===== config.mk =====
export PLATFORM = sky130hd
export DESIGN_NAME = int_controller
export DESIGN_NICKNAME = d
export VERILOG_FILES = /design/src/rtl/int_controller.sv
export SDC_FILE = /design/constraint.sdc
export NUM_CORES = 1
export LEC_CHECK = 0
export CORE_ASPECT_RATIO = 0.6
export CORE_MARGIN = 2
export CORE_UTILIZATION = 40
export DETAILED_ROUTE_END_ITERATION = 10
export SLEW_MARGIN = 10
export SYNTH_ARGS = -nofsm -noshare
export SYNTH_HDL_FRONTEND = slang
export SYNTH_SLANG_ARGS = --single-unit

===== constraint.sdc =====
create_clock -name clock -period 5.1 [get_ports clock]
set_input_delay 0.765 -clock clock [delete_from_list [all_inputs] [get_ports clock]]
set_output_delay 0.765 -clock clock [all_outputs]
set_load 0.03 [all_outputs]

===== src/rtl/int_controller.sv =====
// int_controller: four-source priority interrupt controller.
//
// The CPU sees it as a memory-mapped window of 7 byte registers starting at
// INTC_BASE:
//   +0 EN    rw   bit0 global enable, bits7:4 per-source masks (3..0)
//   +1 PEND  r/w1c bits3:0 pending flags
//   +2..+5 VEC0..VEC3  rw  ISR entry addresses
//   +6 STAT  ro   bit7 in_service, bits1:0 last dispatched source
//
// A rising edge on irq_src[i] sets PEND[i]. When globally enabled, idle and
// some unmasked source is pending, the lowest-index one is dispatched:
// a one-cycle int_req with int_vec = VECk. The block then waits for iret.
//
// Ports:
//   clock, reset            single clock, synchronous active-high reset
//   irq_src[3:0]            peripheral interrupt lines (0 = highest priority)
//   iret                    one-cycle ISR-return pulse
//   mem_addr/w_data/w_en    CPU data-bus store port
//   mem_r_data              combinational register read data
//   int_req, int_vec        interrupt request pulse and ISR vector
//   int_en                  EN register contents
//
// Build option: define INTC_SYNC_EN to put irq_src through a two-flop
// synchronizer before edge detection (adds two cycles of latency).
module int_controller #(
  parameter logic [7:0] INTC_BASE = 8'hF0
) (
  input  logic       clock,
  input  logic       reset,
  input  logic [3:0] irq_src,
  input  logic       iret,
  input  logic [7:0] mem_addr,
  input  logic [7:0] mem_w_data,
  input  logic       mem_w_en,
  output logic [7:0] mem_r_data,
  output logic       int_req,
  output logic [7:0] int_en,
  output logic [7:0] int_vec
);

  typedef enum logic [1:0] {IDLE, REQ, SERVICE} state_t;

  state_t          state, state_nxt;
  logic [7:0]      en;
  logic [3:0]      pend, pend_nxt;
  logic [3:0][7:0] vec;
  logic [1:0]      last;
  logic [3:0]      irq_in, irq_prev, rise, elig;
  logic [1:0]      sel;
  logic            dispatch, in_service;
  logic [8:0]      off;
  logic [2:0]      idx;
  logic            hit, wr, w1c;

`ifdef INTC_SYNC_EN
  // Synchronizer flops are deliberately not reset so they keep shifting
  // through reset and present a settled value at release.
  logic [3:0] sync1, sync2;
  always_ff @(posedge clock) begin
    sync1 <= irq_src;
    sync2 <= sync1;
  end
  assign irq_in = sync2;
`else
  assign irq_in = irq_src;
`endif

  // Sample register loads during reset too, so lines already high at
  // release do not look like fresh edges.
  always_ff @(posedge clock) irq_prev <= irq_in;
  assign rise = irq_in & ~irq_prev;

  // Window decode with a 9-bit difference: a borrow makes off large, so a
  // single compare covers both ends of the window even near 8'hFF.
  assign off = {1'b0, mem_addr} - {1'b0, INTC_BASE};
  assign hit = off < 9'd7;
  assign idx = off[2:0];
  assign wr  = mem_w_en & hit;
  assign w1c = wr & (idx == 3'd1);

  assign in_service = (state != IDLE);
  assign elig       = pend & en[7:4];
  assign dispatch   = (state == IDLE) & en[0] & (|elig);

  // Lowest eligible index wins: scan downward so the last hit is the lowest.
  always_comb begin
    sel = 2'd0;
    for (int i = 3; i >= 0; i--)
      if (elig[i]) sel = 2'(i);
  end

  // Per-source pending bit: a new edge beats both W1C and dispatch clears.
  for (genvar i = 0; i < 4; i++) begin : g_pend
    assign pend_nxt[i] = rise[i] |
                         (pend[i] & ~(w1c & mem_w_data[i]) &
                          ~(dispatch & (sel == 2'(i))));
  end

  always_comb begin
    state_nxt = state;
    case (state)
      IDLE:    if (dispatch) state_nxt = REQ;
      REQ:     state_nxt = SERVICE;
      SERVICE: if (iret) state_nxt = IDLE;
      default: state_nxt = IDLE;
    endcase
  end

  always_ff @(posedge clock) begin
    if (reset) begin
      state   <= IDLE;
      en      <= '0;
      pend    <= '0;
      vec     <= '0;
      last    <= '0;
      int_req <= 1'b0;
      int_vec <= '0;
    end else begin
      state   <= state_nxt;
      pend    <= pend_nxt;
      int_req <= dispatch;
      // Dispatch reads pre-write EN/VEC since both are sampled before the edge.
      if (dispatch) begin
        int_vec <= vec[sel];
        last    <= sel;
      end
      if (wr && idx == 3'd0) en <= mem_w_data;
      for (int i = 0; i < 4; i++)
        if (wr && idx == 3'(i + 2)) vec[i] <= mem_w_data;
    end
  end

  assign int_en = en;

  always_comb begin
    mem_r_data = 8'h00;
    if (hit) begin
      case (idx)
        3'd0:                   mem_r_data = en;
        3'd1:                   mem_r_data = {4'b0, pend};
        3'd2, 3'd3, 3'd4, 3'd5: mem_r_data = vec[2'(idx - 3'd2)];
        3'd6:                   mem_r_data = {in_service, 5'b0, last};
        default:                mem_r_data = 8'h00;
      endcase
    end
  end

endmodule


==> metrics.csv <==
stage,metric,value,unit
run_status,outcome,completed,
worst_setup_path,"Arr. time, crit path",3.40,ns
synth,Area contributors post-synth,"dfxtp_1 (41%), mux2i_1 (16%), nor2_1 (8.4%)",
clock_network,Clock transition at path regs,0.05,ns
placement,Setup Slack @ Placement,0.983,ns
power_and_ir_drop,Clock Power Share,50.7,%
timing,Worst Skew,0.00572,ns
routing,Routed Wire Length,8.54,mm
synth,share of the synthesized area in the top cell type,41.0,%
clock_network,cts repair resizes,0,
synth,Yosys reg bits,61,
synth,Syn Nets,340,
power_and_ir_drop,Pleak,0.00140,uW
synth,cell taking the most area after synthesis,dfxtp_1,
power_and_ir_drop,pwr dens,292,nW/um^2
timing,fin crit share,81.8,%
timing,final hold vios,0,
synth,sequential fraction of the synthesis area,41.0,%
worst_setup_path,kind of critical path,input port to output port,
job,Max-Cap Viols,0,
worst_setup_path,crit end category,output port,
worst_setup_path,RR Startpoint,int_en[0],
clock_network,Clock Sinks,61,
floorplanning,Initial Utilization,41.1,%
grt,largest net degree at the start of global routing,60,
clock_network,Clock Tree Root,clkbuf_16,
placement,Port Buf Inserts,48,
worst_setup_path,CP Data Required Time,4.34,ns
cells_and_area,layout net count,383,
power_and_ir_drop,Combinational Power Share,5.6,%
cells_and_area,antenna cell count,0,
worst_setup_path,CP Max Fanout,8,
worst_setup_path,cells on worst reg2reg path,5,
floorplanning,Die Area,8170,sq um
grt,vias in the first global route,2439,
grt,first-pass GRT wire length,13.8,mm
clock_network,CTS Hold Bufs,0,
routing,Avg Vias per Cell,5.52,
clock_network,postcts setup bufs,0,
power_and_ir_drop,Int Pwr,860,uW
worst_setup_path,Worst R2R End,int_vec[6],
cells_and_area,Layout area overhead,27.6,%
routing,DRC violations left,0,
worst_hold_path,HP Start,vec[11],
synth,yosys warns,0,
timing,max-slew violations,0,
routing,Final ANT Viol Nets,0,
worst_hold_path,Hold Path Class,register to register,
routing,DR iter-0 viols,198,
clock_network,Num CTS Buffers,9,
power_and_ir_drop,Switching Fraction,22.5,%
synth,Syn Std Cell Area,2980,sq um
worst_setup_path,R2R Setup Slk,2.60,ns
floorplanning,Die Y,70.8,um
synth,Synth cell types,46,
grt,Global Route Usage Sum,23.0,%
synth,Mapped Cells,315,
floorplanning,core box area,7240,sq um
power_and_ir_drop,sequential cell fraction of total power,43.7,%
routing,drt wl/cell,18.3,um
timing,FMAX,0.240,GHz
placement,placed instance area,3520,sq um
cells_and_area,"commonest non-fill, non-tap cell in the layout",nor2_1,
timing,post-route minimum period,4.17,ns
clock_network,Max Buffers Root-to-Sink,2,
routing,Pre-antenna DRT Iters,5,
placement,Final Wtd Congestion,0.827,
timing,final setup violating endpoints,0,
power_and_ir_drop,Worst VDD drop,0.177,mV
grt,initial antenna violation count,0,
worst_hold_path,Cells on Worst Hold Path,2,
floorplanning,Die W,115,um
timing,setup ws final,0.930,ns
synth,Syn Area/Cell,9.45,sq um
cells_and_area,filler cell count,682,
power_and_ir_drop,Psw,250,uW
cells_and_area,layout cells sized above 1,9.92,%
grt,grt ovf,0,
cells_and_area,fin area,3800,sq um
cells_and_area,most frequent cells in the layout,"nor2_1 (67), dfxtp_1 (61), mux2i_1 (48)",
worst_setup_path,crit start category,input port,
floorplanning,Core Rows,24,
clock_network,worst skew pair latency,0.34,ns
floorplanning,IO Pins,49,
placement,post-DP HPWL,5.81,mm
routing,via count,2579,
timing,relative slew slack,25.3,%
timing,Tightest Pin Transition,1.12,ns
clock_network,htree depth,3,
clock_network,CTS tree,built,
timing,RSZ-0062 raised after global routing,false,
timing,total negative slack,0,ns
worst_hold_path,Worst Hold Endpoint,int_vec[3],
-- critical path, cell delays in order --
cell and delay [ns]:
clkdlybuf4s50_1 0.43, ha_1 0.30, nand4bb_1 0.17, buf_4 0.19, a31oi_1 0.15, nand4_1 0.37, nor2_1 0.30, clkdlybuf4s50_1 0.71
-- state kept, by name (all words and copies together) (netlist names) --
signal / count
vec: 32
int_en: 8
int_vec: 8
irq_prev: 4
pend: 4
last: 2
state: 2
int_req: 1
-- per-layer routing --
metal	global-route usage, %	wire (um)	up-vias
met3	7.28	653	16
met1	34.5	4330	1223
met4	8.30	145	0
met2	30.5	3420	104
li1	-	-	1236
met5	0	0	-
-- per-stage QoR --
| step | hold WS (ns) | std cells | power, uW | util [%] |
|---|---|---|---|---|
| 3_5_place_dp | 0.466 | 451 | 556 | 48.7 |
| 3_3_place_gp | 0.464 | 451 | 556 | 48.7 |
| 2_1_floorplan | 0.445 | 315 | 525 | - |
| 5_1_grt | 0.499 | 467 | 1150 | 52.5 |
| 4_1_cts | 0.476 | 467 | 1120 | 52.5 |
| 6_report | 0.473 | 467 | 1110 | 52.5 |
-- layout make-up --
class / count / area, sq um / share of cell area, %
clock buffer: 11 / 253 / 6.65
clock inverter: 5 / 25.0 / 0.659
inverter: 3 / 11.3 / 0.296
multi-input combinational: 230 / 1650 / 43.3
sequential: 61 / 1220 / 32.1
tap: 104 / 130 / 3.43
timing repair buffer: 53 / 513 / 13.5
-- synth_stat cells (all sizes together) --
master    n
a41o      1
nand4bb   1
o21ai     3
clkbuf   11
or3       8
and3      1
mux4      4
a31o      1
nor4      4
a22o      1
o21a      8
a32o      1
nand2b    7
dfxtp    61
a21oi     7
nor2     67
buf      10
a311oi    1
a211oi    8
nand3     3
a222oi    2
or2       1
or3b      1
o221ai    1
nor3      1
a31oi     2
o22a      3
and2      1
nand4     2
nand2    16
mux2i    48
mux2      5
inv       3
nor2b     2
a21o      2
a221oi    9
ha        1
or4       2
nor3b     1
a22oi     4
-- cells by family after synthesis --
group / Yosys count / synth area share (%)
AO/OA/AOI/OAI: 54 / 13.7
buffers and inverters: 24 / 3.74
multiplexers: 57 / 21.3
adder cells (fa/ha/maj): 1 / 0.420
flip-flops: 61 / 41.0
AND/OR/NAND/NOR: 118 / 19.8
-- power groups by stage --
stage	Sequential [uW]	Combinational, uW	Clock (uW)
final	485	62.1	563
after global routing	484	66.8	598
after CTS	484	61.9	573
after detailed placement	494	61.4	0
after global placement	494	61.5	0
after floorplan	493	32.2	0
-- worst max-delay path by stage --
| stage | slack, ns | end | from |
|---|---|---|---|
| 3_3_place_gp | 1.02 | mem_r_data[2] | mem_addr[4] |
| 6_report | 0.93 | mem_r_data[3] | mem_addr[4] |
| 2_1_floorplan | 2.11 | mem_r_data[0] | mem_addr[4] |
| 4_1_cts | 0.97 | mem_r_data[4] | mem_addr[4] |
| 5_1_grt | 0.83 | mem_r_data[2] | mem_addr[4] |
| 3_5_place_dp | 0.98 | mem_r_data[4] | mem_addr[4] |
No activity file was read; power rests on OpenSTA's default activity.
